### config.mk
export PLATFORM = sky130hd
export DESIGN_NAME = hazard_stall_unit
export DESIGN_NICKNAME = d
export VERILOG_FILES = /design/src/rtl/cpu_pkg.sv /design/src/rtl/sat_counter.sv /design/src/rtl/hazard_stall_unit.sv
export SDC_FILE = /design/constraint.sdc
export NUM_CORES = 1
export LEC_CHECK = 0
export ABC_AREA = 1
export BUFFER_PORTS_ARGS = -buffer_cell sky130_fd_sc_hd__buf_4
export CAP_MARGIN = 20
export CORE_ASPECT_RATIO = 0.8
export CORE_UTILIZATION = 51
export DETAILED_ROUTE_END_ITERATION = 10
export GPL_ROUTABILITY_DRIVEN = 0
export PLACE_DENSITY_LB_ADDON = 0.3
export SETUP_SLACK_MARGIN = 0.02
export SLEW_MARGIN = 20
export SYNTH_ARGS = -nofsm -noshare
export SYNTH_HDL_FRONTEND = slang
export SYNTH_HIERARCHICAL = 1
export SYNTH_SLANG_ARGS = --single-unit
export TNS_END_PERCENT = 50
### constraint.sdc
create_clock -name clk -period 2.1 [get_ports clk]
set_input_delay 0.21 -clock clk [delete_from_list [all_inputs] [get_ports clk]]
set_output_delay 0.21 -clock clk [all_outputs]
set_load 0.05 [all_outputs]
### src/rtl/cpu_pkg.sv
// Shared pipeline-control definitions: MUL/DIV FSM states, the zero
// register id, and the control-word encodings driven by the stall unit.
package cpu_pkg;

   typedef enum logic {
      ST_RUN     = 1'b0,
      ST_MD_BUSY = 1'b1
   } md_state_e;

   localparam logic [4:0] REG_ZERO = 5'd0;

   typedef struct packed {
      logic pc_write;
      logic if_id_write;
      logic id_ex_write;
      logic id_ex_bubble;
      logic if_id_flush;
      logic ex_mem_bubble;
   } ctl_t;

   // Control words, field order as in ctl_t
   localparam ctl_t CTL_RUN      = 6'b111000;
   localparam ctl_t CTL_RESET    = 6'b000100;
   localparam ctl_t CTL_MD_STALL = 6'b000001;
   localparam ctl_t CTL_FLUSH    = 6'b111110;
   localparam ctl_t CTL_LOAD_USE = 6'b001100;

   function automatic logic load_use_hit(
      input logic       memread,
      input logic [4:0] ex_rt,
      input logic [4:0] rs,
      input logic [4:0] rt,
      input logic       uses_rt
   );
      return memread && (ex_rt != REG_ZERO) &&
             ((ex_rt == rs) || (uses_rt && (ex_rt == rt)));
   endfunction

endpackage

### src/rtl/sat_counter.sv
// Saturating up-counter: q increments on inc and sticks at all-ones.
// Ports: clk, rst_n (async, active low), inc, q[CNT_W-1:0].
module sat_counter #(
   parameter int CNT_W = 32
) (
   input  logic             clk,
   input  logic             rst_n,
   input  logic             inc,
   output logic [CNT_W-1:0] q
);

   always_ff @(posedge clk or negedge rst_n) begin
      if (!rst_n) begin
         q <= '0;
      end else if (inc && (q != '1)) begin
         q <= q + CNT_W'(1);
      end
   end

endmodule

### src/rtl/hazard_stall_unit.sv
// ID-side hazard control: load-use stall, taken-branch flush, MUL/DIV
// EX occupancy. Drives PC/IF-ID/ID-EX/EX-MEM enables and bubbles
// combinationally, plus saturating stall/flush cycle counters.
module hazard_stall_unit
   import cpu_pkg::*;
#(
   parameter int MULDIV_CYCLES = 4,
   parameter int CNT_W         = 32
) (
   input  logic             clk,
   input  logic             rst_n,
   input  logic             id_ex_memread,
   input  logic [4:0]       id_ex_rt,
   input  logic [4:0]       if_id_rs,
   input  logic [4:0]       if_id_rt,
   input  logic             if_id_uses_rt,
   input  logic             branch_taken,
   input  logic             muldiv_start,
   output logic             pc_write,
   output logic             if_id_write,
   output logic             id_ex_write,
   output logic             id_ex_bubble,
   output logic             if_id_flush,
   output logic             ex_mem_bubble,
   output logic             muldiv_busy,
   output logic             muldiv_done,
   output logic [CNT_W-1:0] stall_cycles,
   output logic [CNT_W-1:0] flush_cycles
);

   localparam int MDW = $clog2(MULDIV_CYCLES);

   md_state_e        state;
   logic [MDW-1:0]   md_cnt;
   ctl_t             ctl;
   logic             done_c;
   logic             hit;

   assign hit = load_use_hit(id_ex_memread, id_ex_rt,
                             if_id_rs, if_id_rt, if_id_uses_rt);

   // Outputs are forced to the reset word while rst_n is low so the
   // pipeline freezes immediately rather than at the next edge.
   always_comb begin
      ctl    = CTL_RUN;
      done_c = 1'b0;
      if (!rst_n) begin
         ctl = CTL_RESET;
      end else if (state == ST_MD_BUSY) begin
         if (md_cnt != '0) begin
            ctl = CTL_MD_STALL;
         end else begin
            done_c = 1'b1;
         end
      end else if (muldiv_start) begin
         ctl = CTL_MD_STALL;
      end else if (branch_taken) begin
         // flush wins: the instruction that would stall is discarded
         ctl = CTL_FLUSH;
      end else if (hit) begin
         ctl = CTL_LOAD_USE;
      end
   end

   always_ff @(posedge clk or negedge rst_n) begin
      if (!rst_n) begin
         state  <= ST_RUN;
         md_cnt <= '0;
      end else begin
         unique case (state)
            ST_RUN: begin
               if (muldiv_start) begin
                  md_cnt <= MDW'(MULDIV_CYCLES - 2);
                  state  <= ST_MD_BUSY;
               end
            end
            ST_MD_BUSY: begin
               if (md_cnt != '0) begin
                  md_cnt <= md_cnt - MDW'(1);
               end else begin
                  state <= ST_RUN;
               end
            end
            default: state <= ST_RUN;
         endcase
      end
   end

   assign pc_write      = ctl.pc_write;
   assign if_id_write   = ctl.if_id_write;
   assign id_ex_write   = ctl.id_ex_write;
   assign id_ex_bubble  = ctl.id_ex_bubble;
   assign if_id_flush   = ctl.if_id_flush;
   assign ex_mem_bubble = ctl.ex_mem_bubble;
   assign muldiv_busy   = rst_n && (state == ST_MD_BUSY);
   assign muldiv_done   = done_c;

   sat_counter #(.CNT_W(CNT_W)) u_stall_cnt (
      .clk   (clk),
      .rst_n (rst_n),
      .inc   (~ctl.pc_write),
      .q     (stall_cycles)
   );

   sat_counter #(.CNT_W(CNT_W)) u_flush_cnt (
      .clk   (clk),
      .rst_n (rst_n),
      .inc   (ctl.if_id_flush),
      .q     (flush_cycles)
   );

endmodule
Yosys cells after proc, flatten, opt, wreduce, memory -nomap -nowiden
Index checks and enable logic that the tools add are counted.
W data, S select, Z words.
{ "word_totals": {"register_bits": 67, "input_bits": 21, "output_inout_bits": 72, "wordCells": 40} }
{ "op_classes": {"n_addsub": 3, "n_eq_ne": 6, "mux": 15, "bitwise_logic": 2, "n_reduce_logical": 10} }
{ "op_table": {"columns": ["op", "n"], "rows": [
  ["$add A32 B1 Y32 const B", 2],
  ["$ne A32 B32 Y1 const B", 2],
  ["$mux W6", 6],
  ["$eq A5 B5 Y1", 2],
  ["$logic_and A1 B1 Y1", 6],
  ["$mux W1", 5],
  ["$reduce_bool A5 Y1", 1],
  ["$mux W2", 2],
  ["$pmux W2 S2", 1],
  ["$ne A2 B1 Y1 const B", 1],
  ["$ne A2 B2 Y1 const B", 1],
  ["$not A1 Y1", 2],
  ["$pmux W1 S2", 1],
  ["$reduce_and A2 Y1", 1],
  ["$reduce_bool A2 Y1", 1],
  ["$sub A2 B1 Y2 const B", 1],
  ["$logic_or A1 B1 Y1", 1]
]} }

Logic depth before layout (Yosys ltp)
{ "depth": {"depth_word": 11, "ltp_mapped": 15, "depth_no_buf": 15} }

Modules after synthesis
Netlist, hierarchy kept.
{ "modules_own_cells": {"columns": ["module", "instances", "cells_each", "area_per_inst_um2"], "rows": [
  ["sat_counter (u_stall_cnt)", 1, 333, 2190.9],
  ["sat_counter (u_flush_cnt)", 1, 329, 2140.8],
  ["hazard_stall_unit", 1, 86, 431.7]
]} }

Worst setup path after synthesis
Ideal clock, no wire load.
{ "synth_timing": {"kind": "reg-to-reg", "startpoint": "register state", "endpoint": "register u_flush_cnt.q[26]", "setup_ps": 120, "t_arrival_ps": 2439, "setup_slack_ps": -459, "path_stages_with_launch": 14, "synth_period_minus_slack_ps": 2559, "cell_sequence": "dfrtp_1 nor2_2 inv_2 nor2_2 inv_2 nor2_1 buf_2 inv_1 nor2_1 nand2_1 nor2_1 nand3_1 nand2_1 nand2_1"} }
{ "synth_via": {"elab_chain_len": 3} }
{ "synth_rtl": {"columns": ["item", "line_no", "source"], "rows": [
  ["start: declaration", "hazard_stall_unit.sv:33", "md_state_e state;"],
  ["start signal: assignment", "hazard_stall_unit.sv:67", "state <= ST_RUN;"],
  ["start signal: assignment", "hazard_stall_unit.sv:74", "state <= ST_MD_BUSY;"],
  ["start signal: assignment", "hazard_stall_unit.sv:81", "state <= ST_RUN;"],
  ["$mux W6", "hazard_stall_unit.sv:49", "end else if (state == ST_MD_BUSY) begin"],
  ["$mux W6", "hazard_stall_unit.sv:47", "if (!rst_n) begin"],
  ["named net if_id_flush", "hazard_stall_unit.sv:23", "output logic if_id_flush,"],
  ["$logic_and A1 B1 Y1", "sat_counter.sv:15", "end else if (inc && (q != '1)) begin"],
  ["end signal: assignment", "sat_counter.sv:16", "q <= q + CNT_W'(1);"],
  ["end: declaration", "sat_counter.sv:9", "output logic [CNT_W-1:0] q"]
]} }
The timed path passes the listed nets, and every way through them passes these cells.
A chain may end at the register's enable or synchronous reset.

Final worst setup path
{ "layout_timing": {"startpoint": "register md_cnt[0]", "endpoint": "register u_stall_cnt.q[27]"} }
{ "layout_via": {"elab_chain_len": 6} }
{ "layout_rtl": {"columns": ["item", "line_no", "source"], "rows": [
  ["start: declaration", "hazard_stall_unit.sv:34", "logic [MDW-1:0] md_cnt;"],
  ["start signal: assignment", "hazard_stall_unit.sv:73", "md_cnt <= MDW'(MULDIV_CYCLES - 2);"],
  ["start signal: assignment", "hazard_stall_unit.sv:79", "md_cnt <= md_cnt - MDW'(1);"],
  ["$reduce_bool A2 Y1", "hazard_stall_unit.sv:50", "if (md_cnt != '0) begin"],
  ["$mux W6", "hazard_stall_unit.sv:50", null],
  ["$mux W6", "hazard_stall_unit.sv:49", null],
  ["$mux W6", "hazard_stall_unit.sv:47", null],
  ["$not A1 Y1", "hazard_stall_unit.sv:101", ".inc (~ctl.pc_write),"],
  ["$logic_and A1 B1 Y1", "sat_counter.sv:15", null],
  ["end signal: assignment", "sat_counter.sv:16", null],
  ["end: declaration", "sat_counter.sv:9", null]
]} }
No other way between the ends.

==> out/metrics.cfg <==
[floorplan]
standard_cell_row_count=31
die_w_um=110
die_area_mm2=0.00973
core_region_area_mm2=0.00908
initial_utilization_pct=52.5
die-height_um=88.4
io-pin-count=93

[power_and_ir_drop]
worst_vdd_rail_ir_drop_mv=0.808
power_density_mw_per_mm2=737
power.static_leakage_nw=2.83

[yosys]
synth_most_common_cell=nand2_1
synth_top_cell_area_share_pct=35.2
synth_cell_type_count=29
syn_nets=772
ys_ff_latch=67
synthesis.area_per_instance_um2=6.37
synthCells=748
netlist_top_cells_count=314 x nand2_1, 113 x nor2_1, 73 x inv_1, 67 x dfrtp_1, 49 x nand3_1
synthTopCellsByArea=dfrtp_1 35%, nand2_1 25%, nor2_1 8.9%, inv_1 5.8%, nand3_1 5.1%
synth_enable_flop_cells=0
ys_async_sr_fraction_pct=100
synth.cell_area_mm2=0.00476
dominantRegCellSynth=dfrtp_1
synth_warnings=6
seq_area_frac_synth_pct=35.2
synth.largest_area_cell=dfrtp_1

[sta]
hold_viol_final=0
max_clock_freq_ghz=0.497
timing_worst_slew_pin_value_ns=0.877
report.final.slew_viol_count=0
fin_worst_skew_ns=0.00908
tns_ns=0
hold_slack_ns=0.131
unrepaired_setup_endpoints_after_global_routing=true
final_min_period_over_clock_period_pct=95.7
timing.final.crit_period_ns=2.01
number_of_endpoints_failing_setup_at_the_final_stage=0
final.setup.worst_slack_ns=0.0895
slew_headroom_pct=41.5

[critical_path]
cp_slowest_cell=dfrtp_1
rr_endpoint=u_stall_cnt/q[27]
ff2ff_path_depth=11
worstReg2RegStart=md_cnt[0]
critPathArrivalTime_ns=2.22
max_stage_delay_ns=0.32
worst-setup-path-type=reg -> reg
crit_required_ns=2.31
worst_setup_path_start_kind=flop
critPathCaptureType=flop
rrSetupSlack_ns=0.09
crit_family=simple AND/OR/NAND/NOR gates
cp_cell_sequence=inv_1 -> ha_1 -> inv_1 -> o22ai_1 -> a21oi_2 -> buf_4 -> nand3_1 -> nor2_2 -> nand3_1 -> nand2_1 -> nand2_1
timing.critical_path.buf_inv=3
critical_path.max_fanout=6

[place]
place.detailed.hpwl_um=10000
io_buffers=92
place_ws_ns=0.0579
placed_cells_incl_taps=955

[clocking]
clock_latency_ns=0.32
numClockSinks=67
cts_max_level=3
cts_hold_buf=0
clock_tree.buffer_depth=2
numCtsBuffers=9
tritoncts_clock_tree=done
clkSlewWorstSetupHoldPaths_ns=0.06
clock_tree.root_cell=clkbuf_16

[global_routing]
grt_pass1_vias=4442
globalRoute.totalOverflow=0
first_pass_grt_wire_length_um=21100
grt_util_all_layers_pct=28.1
grt_antenna_before_repair=0
maximum_number_of_pins_on_one_net_before_global_route_repair=68

[hold_path]
timing.hold.worst.class=in -> async

[finish]
syn2layout_area_growth_pct=24.3
antenna-diode-count=0
nNetsFinal=875
drive_gt1_share_pct=20.0
final_cell_count_no_fill=971

[route]
vias_per_cell=5.26
detailedRoute.firstIterationViolations=465
drt_pass1_iterations=5
antenna_left=0
wl_per_cell_um=13.6
drc_errors=0
totalWireLength_um=13200
dr_total_vias=5105

[status]
outcome=finished, final reports clean

[flow_run]
maxCapViolations=0

## flip-flops by register name (all words and copies together), names as in the netlist
register and cells:
md_cnt 2, u_stall_cnt/q 32, u_flush_cnt/q 32, state 1
## metrics by stage
stage | utilization (%) | power, mW | instance area (µm²)
floorplan | - | 2.49 | 4780
global placement | 61.8 | 2.87 | 5610
detailed placement | 61.8 | 2.92 | 5610
CTS | 64.9 | 4.39 | 5890
global route | 65.2 | 4.59 | 5920
finish | 65.2 | 4.36 | 5920
## routing by layer
layer	GRT usage [%]	routed length [µm]
met5	0	0
met3	6.63	1260
met2	42.7	5800
met4	6.42	67
met1	40.7	6050
## timing repair
action / in CTS / in global routing
buffers inserted: 0 / 0
gates resized for setup: 0 / 9
setup endpoints to repair: 0 / 14
endpoints found under the hold margin: 0 / 0
## kinds of logic after synthesis
family | after synthesis | share of synthesized area, %
fa+ha+maj | 3 | 0.788
flops | 67 | 35.2
compound gates | 17 | 2.10
xor+xnor | 17 | 3.13
simple gates | 550 | 50.1
buf+inv | 94 | 8.69
## worst max-delay path by stage
stage,startpoint,to,slack [ns],cells past startpoint
floorplan,state,u_flush_cnt/q[26],0.06,13
global placement,id_ex_rt[3],u_stall_cnt/q[27],0.15,14
detailed placement,md_cnt[0],u_stall_cnt/q[27],0.06,11
CTS,md_cnt[0],u_stall_cnt/q[27],0.06,11
global route,md_cnt[0],u_stall_cnt/q[27],-0.03,11
finish,md_cnt[0],u_stall_cnt/q[27],0.09,11
## layout make-up
type	count	area (µm²)
clock buffer	11	233
timing repair buffer	104	793
tap	115	144
inverter	82	308
clock inverter	5	53.8
fill	820	3160
multi-input combinational	587	2710
sequential	67	1680
## worst reg2reg max path, stage by stage (launching register included)
cell and delay, ns:
dfrtp_1 0.32, inv_1 0.06, ha_1 0.21, inv_1 0.11
o22ai_1 0.13, a21oi_2 0.18, buf_4 0.19, nand3_1 0.15
nor2_2 0.31, nand3_1 0.13, nand2_1 0.07, nand2_1 0.04
## power by group
| part | switching [mW] | internal, mW | leakage, nW | total [mW] |
|---|---|---|---|---|
| Sequential | 0.151 | 1.41 | 0.914 | 1.56 |
| Clock | 0.545 | 0.916 | 0.143 | 1.46 |
| Combinational | 0.918 | 0.425 | 1.77 | 1.34 |
## placed cells by master, fill, tap and decap left out, types with 10 or more instances in the layout
cell type	Yosys	final
nor2_2	7	12
nor2_1	113	105
inv_1	73	72
dfrtp_1	67	67
nor2_4	8	11
nand2_2	14	14
nand4_1	22	22
buf_4	2	103
inv_2	9	10
nand3b_1	16	16
nand2_1	314	314
xnor2_1	15	15
nand3_1	49	49
Note: power is estimated with default switching activity, not from simulation.
